--- src/rtl/hazard_ctrl.sv ---
// Pipeline hazard controller: a scoreboard of long-latency destination
// registers, the per-stage stall vector, and a stall FSM whose watchdog
// traps a pipeline stuck on a hazard that never resolves.
module hazard_ctrl #(
    parameter int REG_NUM = 32,
    parameter int ADDR_W  = 5,
    parameter int TIMEOUT = 64
) (
    input  logic                clk,
    input  logic                rst,
    input  logic                id_valid_i,
    input  logic                id_reg1_read_i,
    input  logic [ADDR_W-1:0]   id_reg1_addr_i,
    input  logic                id_reg2_read_i,
    input  logic [ADDR_W-1:0]   id_reg2_addr_i,
    input  logic                id_wreg_i,
    input  logic [ADDR_W-1:0]   id_wd_i,
    input  logic                id_long_i,
    input  logic                wb_done_i,
    input  logic [ADDR_W-1:0]   wb_wd_i,
    input  logic                mem_stallreq_i,
    input  logic                flush_i,
    output logic [5:0]          stall_o,
    output logic [REG_NUM-1:0]  pending_o,
    output logic [ADDR_W:0]     pend_cnt_o,
    output logic                err_o
);

    localparam int WD_W = $clog2(TIMEOUT + 1);

    typedef enum logic [1:0] {
        ST_RUN  = 2'd0,
        ST_HAZ  = 2'd1,
        ST_MSTL = 2'd2,
        ST_ERR  = 2'd3
    } state_t;

    // Scoreboard lookup; register 0 is hard-wired and never tracked.
    function automatic logic pend_at(input logic [REG_NUM-1:0] vec,
                                     input logic [ADDR_W-1:0]  addr);
        logic hit;
        if (addr == {ADDR_W{1'b0}}) begin
            hit = 1'b0;
        end else begin
            hit = vec[addr];
        end
        return hit;
    endfunction

    state_t              state_r;
    state_t              state_next_s;
    logic [WD_W-1:0]     wd_r;
    logic [WD_W-1:0]     wd_next_s;
    logic [REG_NUM-1:0]  pending_r;
    logic [REG_NUM-1:0]  pending_next_s;
    logic [REG_NUM-1:0]  pend_eff_s;
    logic [REG_NUM-1:0]  set_vec_s;
    logic [REG_NUM-1:0]  clr_vec_s;
    logic [ADDR_W:0]     pend_cnt_r;
    logic [ADDR_W:0]     pend_cnt_next_s;
    logic                err_r;
    logic                haz_s;
    logic                issue_s;
    logic                set_en_s;
    logic                inc_s;
    logic                dec_s;
    logic [5:0]          stall_s;

    // Effective scoreboard: a completing writeback is already forwardable.
    always_comb begin
        pend_eff_s = {REG_NUM{1'b0}};
        for (int i = 0; i < REG_NUM; i++) begin
            pend_eff_s[i] = pending_r[i] & ~(wb_done_i && (wb_wd_i == ADDR_W'(i)));
        end
    end

    // RAW on either source plus WAW on the destination, and the issue condition.
    always_comb begin
        haz_s = id_valid_i &
                ((id_reg1_read_i & pend_at(pend_eff_s, id_reg1_addr_i)) |
                 (id_reg2_read_i & pend_at(pend_eff_s, id_reg2_addr_i)) |
                 (id_wreg_i      & pend_at(pend_eff_s, id_wd_i)));
        issue_s  = id_valid_i & ~haz_s & ~mem_stallreq_i & ~flush_i & (state_r != ST_ERR);
        set_en_s = issue_s & id_wreg_i & id_long_i & (id_wd_i != {ADDR_W{1'b0}});
    end

    // Set/clear vectors and the next scoreboard; a same-register set wins over the clear.
    always_comb begin
        set_vec_s = {REG_NUM{1'b0}};
        clr_vec_s = {REG_NUM{1'b0}};
        for (int i = 1; i < REG_NUM; i++) begin
            set_vec_s[i] = set_en_s  && (id_wd_i == ADDR_W'(i));
            clr_vec_s[i] = wb_done_i && (wb_wd_i == ADDR_W'(i));
        end
        pending_next_s = (pending_r & ~clr_vec_s) | set_vec_s;
    end

    // Incremental population count kept in step with the scoreboard.
    always_comb begin
        inc_s = set_en_s & ~pending_r[id_wd_i];
        dec_s = wb_done_i & pend_at(pending_r, wb_wd_i) &
                ~(set_en_s && (id_wd_i == wb_wd_i));
        pend_cnt_next_s = pend_cnt_r + {{ADDR_W{1'b0}}, inc_s} - {{ADDR_W{1'b0}}, dec_s};
    end

    // Stall FSM next state and watchdog; the watchdog clears whenever RUN is entered.
    always_comb begin
        state_next_s = state_r;
        wd_next_s    = wd_r;
        case (state_r)
            ST_RUN: begin
                if (mem_stallreq_i) begin
                    state_next_s = ST_MSTL;
                end else if (haz_s && !flush_i) begin
                    state_next_s = ST_HAZ;
                    wd_next_s    = {WD_W{1'b0}};
                end else begin
                    state_next_s = ST_RUN;
                    wd_next_s    = {WD_W{1'b0}};
                end
            end
            ST_HAZ: begin
                if (mem_stallreq_i) begin
                    state_next_s = ST_MSTL;
                end else if (!haz_s || flush_i) begin
                    state_next_s = ST_RUN;
                    wd_next_s    = {WD_W{1'b0}};
                end else if (wd_r == WD_W'(TIMEOUT - 1)) begin
                    state_next_s = ST_ERR;
                end else begin
                    state_next_s = ST_HAZ;
                    wd_next_s    = wd_r + WD_W'(1);
                end
            end
            ST_MSTL: begin
                if (!mem_stallreq_i) begin
                    state_next_s = ST_RUN;
                    wd_next_s    = {WD_W{1'b0}};
                end else begin
                    state_next_s = ST_MSTL;
                end
            end
            ST_ERR: begin
                state_next_s = ST_ERR;
            end
            default: begin
                state_next_s = ST_RUN;
                wd_next_s    = {WD_W{1'b0}};
            end
        endcase
    end

    // Per-stage stall vector, prioritised; forced idle while reset is held.
    always_comb begin
        if (!rst) begin
            stall_s = 6'b000000;
        end else if (state_r == ST_ERR) begin
            stall_s = 6'b111111;
        end else if (mem_stallreq_i) begin
            stall_s = 6'b011111;
        end else if (flush_i) begin
            stall_s = 6'b000000;
        end else if (haz_s) begin
            stall_s = 6'b000111;
        end else begin
            stall_s = 6'b000000;
        end
    end

    // State, watchdog, scoreboard, count and sticky trap registers.
    always_ff @(posedge clk) begin
        if (!rst) begin
            state_r    <= ST_RUN;
            wd_r       <= {WD_W{1'b0}};
            pending_r  <= {REG_NUM{1'b0}};
            pend_cnt_r <= {(ADDR_W+1){1'b0}};
            err_r      <= 1'b0;
        end else begin
            state_r    <= state_next_s;
            wd_r       <= wd_next_s;
            pending_r  <= pending_next_s;
            pend_cnt_r <= pend_cnt_next_s;
            err_r      <= err_r | (state_next_s == ST_ERR);
        end
    end

    assign stall_o    = stall_s;
    assign pending_o  = pending_r;
    assign pend_cnt_o = pend_cnt_r;
    assign err_o      = err_r;

endmodule

--- config.mk ---
export PLATFORM = sky130hd
export DESIGN_NAME = hazard_ctrl
export DESIGN_NICKNAME = d
export VERILOG_FILES = /design/src/rtl/hazard_ctrl.sv
export SDC_FILE = /design/constraint.sdc
export NUM_CORES = 1
export LEC_CHECK = 0
export BUFFER_PORTS_ARGS = -buffer_cell sky130_fd_sc_hd__clkbuf_2
export CAP_MARGIN = 20
export CORE_MARGIN = 1
export CORE_UTILIZATION = 57
export CTS_CLUSTER_DIAMETER = 80
export CTS_CLUSTER_SIZE = 40
export DETAILED_ROUTE_END_ITERATION = 10
export PLACE_DENSITY = 0.82
export SLEW_MARGIN = 0
export SYNTH_ARGS = -nofsm -noshare
export SYNTH_HDL_FRONTEND = slang
export SYNTH_SLANG_ARGS = --single-unit
--- constraint.sdc ---
create_clock -name clk -period 4.65 [get_ports clk]
set_clock_uncertainty 0.05 [all_clocks]
set_input_delay 0.465 -clock clk [delete_from_list [all_inputs] [get_ports clk]]
set_output_delay 0.465 -clock clk [all_outputs]
set_load 0.05 [all_outputs]
==> impl_metrics.ini <==
[sta]
timing.hold.ws_ns = 0.4377
hold_viol_final = 0
rsz0062_at_grt = false
min_period_over_period_pct = 87.52
tns_ns = 0
min_period_ns = 4.070
worst_slack_ns = 0.5805
setup_viol = 0
slew_headroom_pct = 56.26
slew_violations = 0
timing.fmax_mhz = 245.7
worst_pin_slew_ns = 0.6511

[power]
internal_power_w = 0.0006355
power_frac_comb_pct = 32.8
power_frac_clock_pct = 24.6
power_switching_w = 0.0003758
ir_drop_v = 0.0003020
p_total_w = 0.001011
seq_power_share_pct = 42.7
power.leakage_nw = 1.648
swShare_pct = 37.16
power_density_nw_per_um2 = 231.3

[worst_setup_path]
cpMostUsedCell = inv_1
path_cells = clkbuf_2, nand4bb_1, o21ai_0, mux2_2, o22ai_1, o311ai_0, o211a_4, nand2_1, nor4_1, nor2_1, ha_1, inv_1, ha_1, inv_1, fa_1, inv_1, a21o_1, a21oi_1, xor2_1, nor2_1
cp_slowest_cell = o21ai_0
regToRegSetupSlack_ns = 1.02
endpoint = pend_cnt_o[4]$_SDFF_PN0_
path_buf_inv = 4
worstPathRequired_ns = 4.77
critPathMaxFanout = 14
path_depth = 20
startpoint = wb_wd_i[3]
r2r-start = pending_o[23]$_SDFF_PN0_
critPathMaxStageDelay_ns = 0.39
rr_endpoint = pend_cnt_o[4]$_SDFF_PN0_
cp.arrival_ns = 4.19
startpoint_type = input pin
worstSetupEndpointType = register
critPathTopFamily = compound AO/OA/AOI/OAI gates
rr_worst_depth = 19
worstSetupPathType = in2reg

[place]
post-dp-hpwl_um = 9541
dpl.cell_count = 594
pre_cts_slack_ns = 0.3447
io_buffers = 73
place.gp.congestion = 1.066

[clocking]
cts_setup_buffers = 0
cts.sinks = 47
insertion_delay_ns = 0.30
cts_resized = 0
h-tree-depth = 2
cts_tree = built
ctsHoldBuffers = 0
cts.reportedPaths.clkPinSlew_ns = 0.09
cts_max_path_buffers = 2
cts_buffers = 5
cts_root_buffer = clkbuf_8

[global_route]
use_met1_pct = 47.26
busiest_layer = met2
grt_use_total_pct = 35.57
met3_usage_pct = 5.253
grt_pass1_wl_um = 20070
use_met2_pct = 59.42
grt_max_degree = 21
grt_overflow = 0
grt_pass1_vias = 3871
antenna_found_initial = 0

[drt]
drc = 6
vias = 4210
ant_nets = 0
routed_wl_um = 12590
avgRoutedWirePerCell_um = 20.91
drtPass1Iterations = 9
drt_iter0_drc = 605
routed_via_density = 6.993

[synth]
syn_inst = 470
synth.top_cell.area_share_pct = 24.00
syn-num-nets = 508
synth-edff-count = 0
synth_common_cells = dfxtp_1 (47), a21oi_1 (39), nand2_1 (37)
synth_top_flop_cell = dfxtp_1
yosysSeqAreaShare_pct = 24.00
yosys_warnings = 0
synth_top_cell_by_area = dfxtp_1
avgSynthCellArea_um2 = 8.340
ys_types = 70
ys_async_sr_fraction_pct = 0
synth_most_common_cell = dfxtp_1
synth-seq-cells = 47
synthTopCellsByArea = dfxtp_1 (24%), mux4_2 (13%), a21oi_1 (5.0%)
synth_area_um2 = 3920

[run_status]
failed_checks = design-rule violations
status = finished with violations

[die]
die_y_um = 84.93
start_util_pct = 60.35
die_area_um2 = 7213
core_um2 = 6495
die_x_um = 84.93
rows = 29
io_pins = 75

[final_layout]
drive_gt1_share_pct = 25.14
syn2layout_area_growth_pct = 11.55
stdcell_count = 602
nNetsFinal = 562
antenna_cells = 0

[hold_path]
worstHoldPathCells = 1
hold_path_class = reg2reg

[job]
drv_cap = 0
-- worst min path at each step --
stage,start,to
finish,wd_r[6]$_SDFFE_PN0P_,wd_r[6]$_SDFFE_PN0P_
global placement,wd_r[6]$_SDFFE_PN0P_,wd_r[6]$_SDFFE_PN0P_
global route,wd_r[6]$_SDFFE_PN0P_,wd_r[6]$_SDFFE_PN0P_
floorplan,wd_r[6]$_SDFFE_PN0P_,wd_r[6]$_SDFFE_PN0P_
CTS,wd_r[6]$_SDFFE_PN0P_,wd_r[6]$_SDFFE_PN0P_
detailed placement,wd_r[6]$_SDFFE_PN0P_,wd_r[6]$_SDFFE_PN0P_
-- sequential cells by signal, indices dropped and copies added, names as in the netlist --
name	cells
pending_o	31
err_o	1
state_r	2
pend_cnt_o	6
wd_r	7
-- final cells by class --
cell class	instances	area, um2
Timing Repair Buffer	83	440.4
Clock inverter	3	20.02
Clock buffer	5	68.82
Tap cell	77	96.34
Inverter	19	71.32
Fill cell	560	2122
Multi-Input combinational cell	368	2735
Sequential cell	47	940.9
-- stage by stage --
| step | cell area [um2] | util [%] |
|---|---|---|
| 2_1_floorplan | 3920 | - |
| 3_3_place_gp | 4284 | 65.96 |
| 3_5_place_dp | 4284 | 65.96 |
| 4_1_cts | 4373 | 67.33 |
| 5_1_grt | 4373 | 67.33 |
| 6_report | 4373 | 67.33 |
-- layer usage --
| layer | vias up | share of wire (%) |
|---|---|---|
| met5 | - | 0 |
| met4 | 0 | 2.9 |
| met3 | 45 | 9.7 |
| met2 | 314 | 47 |
| met1 | 1957 | 40 |
| li1 | 1894 | - |
-- cells in the final DEF (no fill, tap or decap), types with 3 or more instances in the layout --
cell type and count:
nand4b_1 6, inv_1 18, dfxtp_1 47, nand2_1 37, nand4bb_1 3, and2_1 5
buf_4 10, mux2i_1 17, and3_1 6, a21o_1 3, nand4_1 17, xor2_1 5
a22oi_1 9, o31ai_1 3, nor2_1 31, o21ai_1 13, mux2_2 7, o21ai_0 31
a21oi_1 39, o22ai_1 7, xnor2_1 7, a31oi_1 3, ha_1 7, or4_1 4
nor2b_1 5, clkbuf_2 73, nand2b_1 14, clkbuf_8 5, o311ai_0 4, nor3_1 3
mux4_2 22, or2_2 3, o211ai_1 8, nand3_1 10
-- cell families (layout without fill, tap and decap cells) --
logic type                 count (synthesis)  in the layout  share of synthesized area [%]
adders and majority gates                  8              8                          2.745
DFF                                       47             47                          24.00
AOI/OAI and AO/OA                        144            144                          23.30
and+or+nand+nor                          157            157                          21.96
buffers and inverters                     55            110                          6.224
xor gates and xnor gates                  12             12                          2.681
other                                      1              1                        0.09566
muxes                                     46             46                          18.99
-- power by group through the flow --
| stage | registers (W) | logic (W) | clock network [W] |
|---|---|---|---|
| after global routing | 0.000434 | 0.000358 | 0.000269 |
| final | 0.000431 | 0.000331 | 0.000249 |
| after global placement | 0.000440 | 0.000316 | 0 |
| after floorplan | 0.000486 | 0.000203 | 0 |
| after detailed placement | 0.000441 | 0.000325 | 0 |
| after CTS | 0.000432 | 0.000327 | 0.000252 |
No activity file was read; power rests on OpenSTA's default activity.
